[src/rtl/mem_arbiter.sv]
`default_nettype none
// ============================================================================
// mem_arbiter : two-port round-robin arbiter and access sequencer that
//               serialises A/B requests onto the 8x8 memory system port.
// Revision    : 1.0
// ============================================================================
module mem_arbiter #(
    parameter int unsigned ACCESS_CYCLES = 2
) (
    input  logic       clk,
    input  logic       rst_n,
    input  logic       req_a,
    input  logic       req_b,
    input  logic       we_a,
    input  logic       we_b,
    input  logic [2:0] addr_a,
    input  logic [2:0] addr_b,
    input  logic [7:0] wdata_a,
    input  logic [7:0] wdata_b,
    output logic       ack_a,
    output logic       ack_b,
    output logic [7:0] rdata_a,
    output logic [7:0] rdata_b,
    output logic       gnt_a,
    output logic       gnt_b,
    output logic       busy,
    output logic       mem_select,
    output logic       mem_op,
    output logic [2:0] mem_address,
    output logic [7:0] mem_data_in,
    input  logic [7:0] mem_data_out
);

    localparam logic [1:0] C_ST_IDLE  = 2'd0;
    localparam logic [1:0] C_ST_ISSUE = 2'd1;
    localparam logic [1:0] C_ST_WAIT  = 2'd2;
    localparam logic [1:0] C_ST_DONE  = 2'd3;

    localparam logic       C_PORT_A   = 1'b0;
    localparam logic       C_PORT_B   = 1'b1;
    localparam logic [3:0] C_CNT_LOAD = 4'(ACCESS_CYCLES - 1);

    logic [1:0] state_q, state_d;
    logic       last_q, last_d;
    logic       win_q, win_d;
    logic       cmd_we_q, cmd_we_d;
    logic [2:0] cmd_addr_q, cmd_addr_d;
    logic [7:0] cmd_wdata_q, cmd_wdata_d;
    logic [3:0] cnt_q, cnt_d;
    logic [7:0] rdata_a_q, rdata_a_d;
    logic [7:0] rdata_b_q, rdata_b_d;

    logic       w_any_req;
    logic       w_pick_b;

    // B wins only when A is idle or A was the most recent port served.
    assign w_any_req = req_a | req_b;
    assign w_pick_b  = req_b & (~req_a | (last_q == C_PORT_A));

    always_ff @(posedge clk or negedge rst_n) begin
        if (!rst_n) begin
            state_q <= C_ST_IDLE;
        end else begin
            state_q <= state_d;
        end
    end

    always_comb begin
        state_d = state_q;
        case (state_q)
            C_ST_IDLE:  if (w_any_req) state_d = C_ST_ISSUE;
            C_ST_ISSUE: state_d = C_ST_WAIT;
            C_ST_WAIT:  if (cnt_q == 4'd0) state_d = C_ST_DONE;
            C_ST_DONE:  state_d = C_ST_IDLE;
            default:    state_d = C_ST_IDLE;
        endcase
    end

    always_comb begin
        last_d      = last_q;
        win_d       = win_q;
        cmd_we_d    = cmd_we_q;
        cmd_addr_d  = cmd_addr_q;
        cmd_wdata_d = cmd_wdata_q;
        cnt_d       = cnt_q;
        rdata_a_d   = rdata_a_q;
        rdata_b_d   = rdata_b_q;
        case (state_q)
            C_ST_IDLE: begin
                if (w_any_req) begin
                    win_d       = w_pick_b;
                    last_d      = w_pick_b;
                    cmd_we_d    = w_pick_b ? we_b    : we_a;
                    cmd_addr_d  = w_pick_b ? addr_b  : addr_a;
                    cmd_wdata_d = w_pick_b ? wdata_b : wdata_a;
                end
            end
            C_ST_ISSUE: begin
                cnt_d = C_CNT_LOAD;
            end
            C_ST_WAIT: begin
                if (cnt_q == 4'd0) begin
                    // Read data is only valid on the final WAIT cycle.
                    if (!cmd_we_q) begin
                        if (win_q == C_PORT_B) begin
                            rdata_b_d = mem_data_out;
                        end else begin
                            rdata_a_d = mem_data_out;
                        end
                    end
                end else begin
                    cnt_d = cnt_q - 4'd1;
                end
            end
            default: begin
            end
        endcase
    end

    always_ff @(posedge clk or negedge rst_n) begin
        if (!rst_n) begin
            last_q      <= C_PORT_B;
            win_q       <= C_PORT_A;
            cmd_we_q    <= 1'b0;
            cmd_addr_q  <= 3'd0;
            cmd_wdata_q <= 8'd0;
            cnt_q       <= 4'd0;
            rdata_a_q   <= 8'd0;
            rdata_b_q   <= 8'd0;
        end else begin
            last_q      <= last_d;
            win_q       <= win_d;
            cmd_we_q    <= cmd_we_d;
            cmd_addr_q  <= cmd_addr_d;
            cmd_wdata_q <= cmd_wdata_d;
            cnt_q       <= cnt_d;
            rdata_a_q   <= rdata_a_d;
            rdata_b_q   <= rdata_b_d;
        end
    end

    always_comb begin
        busy       = (state_q != C_ST_IDLE);
        mem_select = (state_q == C_ST_ISSUE);
        gnt_a      = busy & (win_q == C_PORT_A);
        gnt_b      = busy & (win_q == C_PORT_B);
        ack_a      = (state_q == C_ST_DONE) & (win_q == C_PORT_A);
        ack_b      = (state_q == C_ST_DONE) & (win_q == C_PORT_B);
    end

    // The command register holds its value between accesses; select qualifies it.
    assign mem_op      = cmd_we_q;
    assign mem_address = cmd_addr_q;
    assign mem_data_in = cmd_wdata_q;
    assign rdata_a     = rdata_a_q;
    assign rdata_b     = rdata_b_q;

endmodule
`default_nettype wire

[config.mk]
export PLATFORM = sky130hd
export DESIGN_NAME = mem_arbiter
export DESIGN_NICKNAME = d
export VERILOG_FILES = /design/src/rtl/mem_arbiter.sv
export SDC_FILE = /design/constraint.sdc
export NUM_CORES = 1
export LEC_CHECK = 0
export CORE_AREA = 2 2 65 67
export CTS_CLUSTER_DIAMETER = 150
export DETAILED_ROUTE_END_ITERATION = 8
export DIE_AREA = 0 0 67 69
export PLACE_DENSITY = 0.8
export SETUP_SLACK_MARGIN = 0.1
export SLEW_MARGIN = 20
export SYNTH_ARGS = -nofsm -noshare
export SYNTH_HDL_FRONTEND = slang
export SYNTH_SLANG_ARGS = --single-unit
[constraint.sdc]
create_clock -name clk -period 3.3 [get_ports clk]
set_input_delay 0.495 -clock clk [delete_from_list [all_inputs] [get_ports clk]]
set_output_delay 0.495 -clock clk [all_outputs]
set_load 0.005 [all_outputs]
==> results.json <==
{
  "outcome": "complete, no violations",
  "route.top_layer_used": "met4",
  "crit_buf_inv": 1,
  "ios": 70,
  "first_pass_iters": 4,
  "overflow": 0,
  "final_nets": 249,
  "fin_total_pwr_mw": 2.19,
  "finalHoldViolations": 0,
  "wl_met2_um": 1790,
  "area_growth_pct": 49.5,
  "max_cap_violations": 0,
  "vdd_ir_drop_max_mv": 0.404,
  "dpl.hpwl_um": 2810,
  "num_rows": 23,
  "gp_congestion": 0.737,
  "clockBufferDepth": 2,
  "max_slew_margin_pct": 57.0,
  "grt_usage_pct": 17.7,
  "chipWidth_um": 67,
  "cts-buffers-inserted": 5,
  "power.density_nw_per_um2": 875,
  "clk_pin_slew_ps": 70,
  "wl_met1_um": 1500,
  "drt_wl_total_um": 3680,
  "min_period_ps": 2270,
  "via_count": 1297,
  "initial_core_util_pct": 42.8,
  "worst_setup_path_end_kind": "register",
  "dieArea_um2": 4620,
  "cts_tree": "yes",
  "grt_max_degree": 37,
  "antenna_found_initial": 0,
  "netlist.top_cell.by_area": "dfrtp_1",
  "setup_viol": 0,
  "synth_top_cells_by_count": "dfrtp_1, nand2_1, mux2i_1, o21ai_0, mux2_2",
  "worst_slew_pin_slew_ps": 641,
  "synth_flop_cell": "dfrtp_1",
  "syn_inst": 136,
  "cts_resized": 0,
  "layout-drive-gt1-share_pct": 13.9,
  "instances_no_fill": 259,
  "antenna_cells": 0,
  "rsz0062_at_grt": "no",
  "skew_ps": 2.74,
  "min_path_type": "reg2reg",
  "synth_area_per_cell_um2": 12.3,
  "finalMaxSlewViolations": 0,
  "synth.area.top_cells": "dfrtp_1, mux2i_1, mux2_4, mux2_2, o21ai_0",
  "p_leak_nw": 1.12,
  "drc": 0,
  "clock_latency_ps": 280,
  "root_buffer": "clkbuf_8",
  "critPathLaunchType": "register",
  "syn_nets": 177,
  "wl_per_cell_um": 14.2,
  "path_delay_family": "simple AND/OR/NAND/NOR gates",
  "netlist_area_um2": 1680,
  "crit_fanout": 8,
  "placed_area_um2": 2420,
  "clock-sinks": 36,
  "postCtsSetupRepairBufs": 0,
  "tns_ps": 0,
  "final_area_um2": 2510,
  "synth-edff-count": 0,
  "grt_pass1_wl_um": 6230,
  "cts_hold_buf": 0,
  "fin_crit_sh_pct": 68.9,
  "fmax_mhz": 440,
  "worstPathArrival_ps": 2440,
  "ys_warn_count": 0,
  "first_iter_violations": 29,
  "viasPerCell": 5.01,
  "yosysTopAreaCellShare_pct": 52.2,
  "port-buffer-count": 69,
  "core_area_um2": 3910,
  "required_ps": 3470,
  "dp.cells": 251,
  "htree_levels": 2,
  "synth_seq_area_share_pct": 53.8,
  "synth_most_common_cell": "dfrtp_1",
  "ys_types": 32,
  "fp.dieH_um": 69,
  "final.fill_count": 321,
  "async_flop_share_pct": 100,
  "cp_slowest_stage_delay_ps": 570,
  "synth-seq-cells": 36,
  "grt_pass1_vias": 1372,
  "dr_wl_met3_um": 337,
  "path_cells": "inv_1, ha_1, or3b_1, nor3_2, mux2_2",
  "slowest_stage": "nor3_2",
  "ant_nets": 0,
  "fin_util_pct": 64.0,
  "worstSetupPathType": "reg2reg"
}
-- report_power, final --
part	internal, mW	switching [mW]	leakage [nW]	total, mW
Combinational	0.668	0.391	0.629	1.06
Sequential	0.663	0.158	0.442	0.821
Clock	0.170	0.144	0.0455	0.314
-- cell type report --
class,instances,area [um^2],share of cell area (%)
well taps,50,62.6,2.50
flip-flops and latches,36,902,36.0
multi-input cells,88,719,28.7
inverters,5,18.8,0.749
clock buffers,8,90.1,3.59
repair buffers,72,713,28.5
-- state kept, by name, summed over array words and instances, names as in the netlist --
register     cells
state_q          2
rdata_b          8
rdata_a          8
mem_address      3
mem_op           1
win_q            1
cnt_q            4
last_q           1
mem_data_in      8
-- kinds of logic (layout without fill, tap and decap cells) --
logic type / after synthesis / after routing / synth area share [%]
AOI/OAI and AO/OA: 25 / 25 / 9.03
buffers and inverters: 12 / 85 / 3.28
DFF: 36 / 36 / 53.8
adders and majority gates: 5 / 5 / 3.73
muxes: 31 / 31 / 21.6
and+or+nand+nor: 26 / 26 / 8.06
xor gates and xnor gates: 1 / 1 / 0.522
-- layer usage --
layer | global-route usage, % | vias up
met4 | 6.12 | 0
met2 | 28.3 | 66
met3 | 6.85 | 6
met1 | 21.5 | 606
met5 | 0 | -
li1 | - | 619
-- placed cells by master (no fill, tap or decap) --
cell and instances:
or4_1 1, nor2_1 2, clkdlybuf4s50_1 69, xnor2_1 1
dfstp_2 1, or3b_1 1, nand2_1 15, o2bb2ai_1 2
a22o_1 1, mux2_2 9, o31ai_1 1, mux2i_1 14
inv_1 5, clkbuf_1 2, a22oi_1 1, nor3_2 1
clkbuf_8 6, nor3_1 1, ha_1 5, or4b_4 1
buf_4 3, a21o_1 1, o21ai_1 1, a21oi_1 2
nor2b_1 2, mux2_4 8, o21ai_0 13, a21boi_1 1
a31oi_1 1, dfrtp_1 35, o22a_1 1, and2_1 1
nor3b_1 1
-- final timing paths --
path / startpoint / slack, ps / endpoint / cells past startpoint
min in group asynchronous: rst_n / 620 / mem_data_in[1]$_DFFE_PN0P_ / 2
max in group asynchronous: rst_n / 2340 / last_q$_DFFE_PN1P_ / 2
worst max-delay path: cnt_q[0]$_DFFE_PN0P_ / 1030 / rdata_b[3]$_DFFE_PN0P_ / 5
worst max register to register: cnt_q[0]$_DFFE_PN0P_ / 1030 / rdata_b[3]$_DFFE_PN0P_ / 5
worst min register to register: mem_address[2]$_DFFE_PN0P_ / 480 / mem_address[2]$_DFFE_PN0P_ / 2
worst min-delay path: mem_address[2]$_DFFE_PN0P_ / 480 / mem_address[2]$_DFFE_PN0P_ / 2
-- worst min-delay path: stages, from the launching register on --
cell and delay [ps]:
dfrtp_1 340, nand2_1 40, o21ai_0 60
-- metrics by stage --
stage / worst slack, ps / hold slack (ps)
after global placement: 1150 / 463
after floorplan: 1160 / 199
after CTS: 1010 / 486
after global routing: 894 / 515
final: 1030 / 476
after detailed placement: 1060 / 470
Note: power is estimated with default switching activity, not from simulation.
